--- src/rtl/wb_nor_arbiter_pkg.sv ---
// wb_nor_arbiter_pkg: shared state encodings and default watchdog limit for the NOR arbiter
package wb_nor_arbiter_pkg;
  typedef enum logic [1:0] {
    ARB_IDLE  = 2'd0,
    ARB_GNT0  = 2'd1,
    ARB_GNT1  = 2'd2,
    ARB_ABORT = 2'd3
  } arb_state_e;
  localparam int unsigned TIMEOUT_CYCLES_DEF = 1024;
endpackage

--- src/rtl/wb_nor_arbiter_outst_counter.sv ---
// wb_outst_counter: saturating-at-zero up/down counter with clear and full flag
module wb_outst_counter #(
  parameter int          W   = 4,
  parameter int unsigned MAX = (1 << W) - 1
) (
  input  logic         clk,
  input  logic         rst,
  input  logic         clr,
  input  logic         inc,
  input  logic         dec,
  output logic [W-1:0] cnt_o,
  output logic         full_o
);
  logic [W-1:0] cnt_q, cnt_d;
  // clear wins; simultaneous inc/dec cancel; a decrement at zero is a spurious response
  always_comb begin
    cnt_d = clr ? '0 :
            (inc & ~dec) ? cnt_q + W'(1) :
            (dec & ~inc & (cnt_q != '0)) ? cnt_q - W'(1) : cnt_q;
    cnt_o = cnt_q;
    full_o = cnt_q == W'(MAX);
  end
  // count register
  always_ff @(posedge clk) begin
    if (rst) cnt_q <= '0;
    else     cnt_q <= cnt_d;
  end
endmodule

--- src/rtl/wb_nor_arbiter.sv ---
// wb_nor_arbiter: two-master round-robin Wishbone arbiter; optional ack watchdog via WB_NOR_ARB_TIMEOUT_EN
module wb_nor_arbiter
  import wb_nor_arbiter_pkg::*;
#(
  parameter int          ADDRBITS       = 32,
  parameter int          DATABITS       = 16,
  parameter int          OUTST_BITS     = 4,
  parameter int unsigned TIMEOUT_CYCLES = TIMEOUT_CYCLES_DEF
) (
  input  logic                wb_clk_i,
  input  logic                wb_rst_i,
  input  logic                wbs0_cyc_i,
  input  logic                wbs0_stb_i,
  input  logic                wbs0_we_i,
  input  logic [ADDRBITS-1:0] wbs0_adr_i,
  input  logic [DATABITS-1:0] wbs0_dat_i,
  output logic [DATABITS-1:0] wbs0_dat_o,
  output logic                wbs0_ack_o,
  output logic                wbs0_err_o,
  output logic                wbs0_stall_o,
  input  logic                wbs1_cyc_i,
  input  logic                wbs1_stb_i,
  input  logic                wbs1_we_i,
  input  logic [ADDRBITS-1:0] wbs1_adr_i,
  input  logic [DATABITS-1:0] wbs1_dat_i,
  output logic [DATABITS-1:0] wbs1_dat_o,
  output logic                wbs1_ack_o,
  output logic                wbs1_err_o,
  output logic                wbs1_stall_o,
  output logic                wbm_cyc_o,
  output logic                wbm_stb_o,
  output logic                wbm_we_o,
  output logic [ADDRBITS-1:0] wbm_adr_o,
  output logic [DATABITS-1:0] wbm_dat_o,
  input  logic [DATABITS-1:0] wbm_dat_i,
  input  logic                wbm_ack_i,
  input  logic                wbm_err_i,
  input  logic                wbm_stall_i,
  output logic [1:0]          gnt_o,
  output logic                timeout_o
);
  arb_state_e state_q, state_d;
  logic last_q, last_d;
  logic g0, g1, granted, sel, cyc_s, stb_s, rel, rsp, acc, full, fire;
  logic [OUTST_BITS-1:0] outst;
  // in ABORT the stuck master is the one recorded in last_q
  always_comb begin
    g0 = state_q == ARB_GNT0;
    g1 = state_q == ARB_GNT1;
    granted = g0 | g1;
    sel = g1 | ((state_q == ARB_ABORT) & last_q);
    cyc_s = sel ? wbs1_cyc_i : wbs0_cyc_i;
    stb_s = sel ? wbs1_stb_i : wbs0_stb_i;
    rel = granted & ~cyc_s;
    rsp = wbm_ack_i | wbm_err_i;
    wbm_cyc_o = granted & cyc_s;
    wbm_stb_o = granted & stb_s & ~full;
    wbm_we_o = granted & (sel ? wbs1_we_i : wbs0_we_i);
    wbm_adr_o = granted ? (sel ? wbs1_adr_i : wbs0_adr_i) : '0;
    wbm_dat_o = granted ? (sel ? wbs1_dat_i : wbs0_dat_i) : '0;
    acc = wbm_stb_o & ~wbm_stall_i;
    wbs0_stall_o = g0 ? (wbm_stall_i | full) : 1'b1;
    wbs1_stall_o = g1 ? (wbm_stall_i | full) : 1'b1;
    wbs0_ack_o = g0 & wbm_ack_i;
    wbs1_ack_o = g1 & wbm_ack_i;
    wbs0_err_o = g0 & (wbm_err_i | fire);
    wbs1_err_o = g1 & (wbm_err_i | fire);
    wbs0_dat_o = g0 ? wbm_dat_i : '0;
    wbs1_dat_o = g1 ? wbm_dat_i : '0;
    gnt_o = {g1, g0};
    timeout_o = fire;
  end
  // arbitration: tie goes to the master not served last; release always passes through IDLE
  always_comb begin
    state_d = state_q;
    last_d = last_q;
    case (state_q)
      ARB_IDLE: state_d = (wbs0_cyc_i & (~wbs1_cyc_i | last_q)) ? ARB_GNT0 :
                          wbs1_cyc_i ? ARB_GNT1 : ARB_IDLE;
      ARB_GNT0, ARB_GNT1: begin
        state_d = rel ? ARB_IDLE : fire ? ARB_ABORT : state_q;
        last_d = (rel | fire) ? g1 : last_q;
      end
      default: state_d = cyc_s ? ARB_ABORT : ARB_IDLE;
    endcase
  end
  // state and fairness registers
  always_ff @(posedge wb_clk_i) begin
    if (wb_rst_i) begin
      state_q <= ARB_IDLE;
      last_q <= 1'b1;
    end else begin
      state_q <= state_d;
      last_q <= last_d;
    end
  end
  wb_outst_counter #(.W(OUTST_BITS)) u_outst (
    .clk   (wb_clk_i),
    .rst   (wb_rst_i),
    .clr   (~granted | rel | fire),
    .inc   (acc),
    .dec   (rsp),
    .cnt_o (outst),
    .full_o(full)
  );
`ifdef WB_NOR_ARB_TIMEOUT_EN
  localparam int WD_BITS = $clog2(TIMEOUT_CYCLES + 1);
  logic wd_en, wd_full, unused_wd;
  logic [WD_BITS-1:0] wd_cnt;
  assign wd_en = granted & (outst != '0) & ~rsp;
  wb_outst_counter #(.W(WD_BITS), .MAX(TIMEOUT_CYCLES - 1)) u_wd (
    .clk   (wb_clk_i),
    .rst   (wb_rst_i),
    .clr   (~wd_en),
    .inc   (wd_en),
    .dec   (1'b0),
    .cnt_o (wd_cnt),
    .full_o(wd_full)
  );
  assign fire = wd_en & wd_full;
  assign unused_wd = ^wd_cnt;
`else
  logic unused_wd;
  assign unused_wd = ^{outst, TIMEOUT_CYCLES};
  assign fire = 1'b0;
`endif
endmodule

--- config.mk ---
export PLATFORM = sky130hd
export DESIGN_NAME = wb_nor_arbiter
export DESIGN_NICKNAME = d
export VERILOG_FILES = /design/src/rtl/wb_nor_arbiter_pkg.sv /design/src/rtl/wb_nor_arbiter_outst_counter.sv /design/src/rtl/wb_nor_arbiter.sv
export SDC_FILE = /design/constraint.sdc
export NUM_CORES = 1
export LEC_CHECK = 0
export ABC_AREA = 1
export ABC_CLOCK_PERIOD_IN_PS = 5850
export CORE_AREA = 5 5 116 63
export DETAILED_ROUTE_END_ITERATION = 10
export DIE_AREA = 0 0 121 68
export GPL_TIMING_DRIVEN = 0
export PLACE_DENSITY = 0.89
export SYNTH_ARGS = -nofsm -noshare
export SYNTH_HDL_FRONTEND = slang
export SYNTH_SLANG_ARGS = --single-unit
--- constraint.sdc ---
create_clock -name wb_clk_i -period 5.85 [get_ports wb_clk_i]
set_input_delay 1.17 -clock wb_clk_i [delete_from_list [all_inputs] [get_ports wb_clk_i]]
set_output_delay 1.17 -clock wb_clk_i [all_outputs]
set_load 0.01 [all_outputs]
==> results.sh <==
export IMPL_clk_root_buffer_cell="clkbuf_16"
export IMPL_grt_max_degree=11
export IMPL_max_stage_delay_ps=560
export IMPL_initial_core_util=0.2646
export IMPL_endpoint_kind="output pin"
export IMPL_max_cap_violations=0
export IMPL_worstSkewPairLatency_ps=230
export IMPL_post_cts_resized=0
export IMPL_required_ps=4680
export IMPL_drv_slew=0
export IMPL_gp_congestion=0.8681
export IMPL_die_area_mm2=0.008228
export IMPL_setup_tns_ps=0
export IMPL_hold_path_class="reg2reg"
export IMPL_fin_crit_ps=3716
export IMPL_ys_ff_latch=7
export IMPL_hold_viol_final=0
export IMPL_num_rows=21
export IMPL_dr_pass1_iters=5
export IMPL_clkSinkCount=7
export IMPL_cpMaxStageDelayCell="clkdlybuf4s50_1"
export IMPL_critPathMostFrequentCell="clkdlybuf4s50_1"
export IMPL_fmax_ghz=0.2691
export IMPL_yosys_warnings=0
export IMPL_synth_top_area_cell="nor2_1"
export IMPL_syn_avg_cell_area_um2=5.016
export IMPL_critical_path_startpoint="wbs0_stb_i"
export IMPL_core_mm2=0.006332
export IMPL_gr_total_overflow=0
export IMPL_ios=215
export IMPL_rr_worst_depth=13
export IMPL_r2r_start="state_q[1]"
export IMPL_grt_pass1_wl_um=12850
export IMPL_setup_violations=0
export IMPL_die_h_um=68
export IMPL_hold_depth=2
export IMPL_grt_antenna_before_repair=0
export IMPL_cp_start_kind="input port"
export IMPL_critPathMaxFanout=3
export IMPL_synth_distinct_cells=31
export IMPL_clock_skew_ps=0.8035
export IMPL_synthToLayoutAreaGrowth_pct=138.8
export IMPL_synthTopCellsByArea="nor2_1, o21ai_0, inv_1, nand2_1, dfxtp_1"
export IMPL_post_dp_hpwl_um=7309
export IMPL_grtUsageTotal=0.1920
export IMPL_clkTransAtPathRegs_ps=40
export IMPL_status="complete, no violations"
export IMPL_holdPathEnd="last_q"
export IMPL_min_from="last_q"
export IMPL_synthTopCellsByCount="nor2_1, o21ai_0, inv_1"
export IMPL_vias_per_cell=4.386
export IMPL_fin_nets=683
export IMPL_ir_drop_mv=0.2736
export IMPL_wire_per_inst_um=13.10
export IMPL_vias=2820
export IMPL_synth_edf_count=0
export IMPL_synth_most_common_cell="nor2_1"
export IMPL_cts_hold_buf=0
export IMPL_syn_cell_area_mm2=0.001675
export IMPL_cts_buffer_depth=2
export IMPL_dp_slack_ps=2144
export IMPL_rrSetupSlack_ps=3190
export IMPL_diodes=0
export IMPL_cp_buffers_inverters=3
export IMPL_die_w_um=121
export IMPL_first_global_vias=2709
export IMPL_ys_seq_area_frac=0.08364
export IMPL_p_per_area_mw_per_mm2=438.1
export IMPL_synth_nets=465
export IMPL_cts_tree="yes"
export IMPL_rsz0062_at_grt="no"
export IMPL_post_route_period_util=0.6352
export IMPL_synth_flop_cell="dfxtp_1"
export IMPL_total_power_mw=1.753
export IMPL_cp_top_family="buffers and inverters"
export IMPL_routed_wirelength_um=8425
export IMPL_reg2reg_to="u_outst.cnt_o[3]"
export IMPL_synth_top_cell_area_share=0.2353
export IMPL_htreeDepth=1
export IMPL_crit_chain="clkdlybuf4s50_1 > inv_1 > nand3_2 > nand3_1 > nor2_2 > clkdlybuf4s50_1"
export IMPL_io_buffers=213
export IMPL_drive_above_1_share=0.05626
export IMPL_synthCells=334
export IMPL_p_leak_nw=1.879
export IMPL_cts_buffers=3
export IMPL_drc=0
export IMPL_path_class="in2out"
export IMPL_critPathArrivalTime_ps=2550
export IMPL_postCtsSetupRepairBufs=0
export IMPL_setup_slack_ps=2134
export IMPL_synthArstFlopShare=0
export IMPL_drt_iter0_markers=102
export IMPL_postRouteAntennaNets=0
[metal layers]
layer	part of all wire	global-route usage
met5	0	0
met3	0.085	0.04624
met1	0.43	0.2363
met2	0.48	0.3538
met4	0.0051	0.02542
[layout by cell type, fill, tap and decap left out, drive strengths merged, types with 4 or more instances in the layout]
cell type      Yosys  routed
nor2             109     109
clkbuf            14      18
buf                8       8
dfxtp              7       7
o21ai             59      59
nand2             50      50
nand3              6       6
clkdlybuf4s50      0     213
ha                 7       7
inv               56      56
nand4              5       5
a21oi              4       4
[sequential cells by signal (all words and copies together) (netlist names)]
register	count
state_q	2
last_q	1
u_outst.cnt_o	4
[per-stage QoR]
stage / area (um2) / cells / hold slack [ps] / util
after floorplan: 1675 / 334 / 472.0 / -
after global placement: 3923 / 639 / 503.6 / 0.6194
after detailed placement: 3923 / 639 / 516.0 / 0.6194
after CTS: 4001 / 643 / 522.6 / 0.6319
after global routing: 4001 / 643 / 581.9 / 0.6319
final: 4001 / 643 / 524.3 / 0.6319
[cell type report]
| class | instances | area, um2 |
|---|---|---|
| Fill cell | 595 | 2331 |
| Timing Repair Buffer | 213 | 2132 |
| Multi-Input combinational cell | 249 | 1224 |
| Inverter | 56 | 210.2 |
| Sequential cell | 7 | 140.1 |
| Tap cell | 92 | 115.1 |
| Buffer | 22 | 101.3 |
| Clock buffer | 4 | 78.83 |
[tightest hold or removal path, stage by stage, from the launching register on]
cell and delay [ps]:
dfxtp_1 360, a21oi_1 70, o21ai_0 60
[worst max path at each step]
stage,cells past startpoint,slack (ps),endpoint
finish,6,2130,wbm_stb_o
global route,9,1990,wbm_adr_o[19]
CTS,9,2130,wbm_adr_o[26]
detailed placement,6,2140,wbm_stb_o
global placement,6,2150,wbm_stb_o
floorplan,4,3170,wbm_stb_o
[cell families (layout without fill, tap and decap cells)]
logic type	after synthesis	count (layout)	synth area share
simple gates	174	174	0.4541
xor+xnor	1	1	0.005229
other cells	1	1	0.002238
flops	7	7	0.08364
compound gates	65	65	0.2046
fa+ha+maj	8	8	0.06423
buf+inv	78	295	0.1860
[power breakdown]
group	total, mW	internal [mW]	switching (mW)	leakage [nW]
sequential	0.0725	0.0588	0.0137	0.0570
combinational	1.56	0.768	0.794	1.78
clock	0.118	0.0909	0.0276	0.0382
Note: power is estimated with default switching activity, not from simulation.
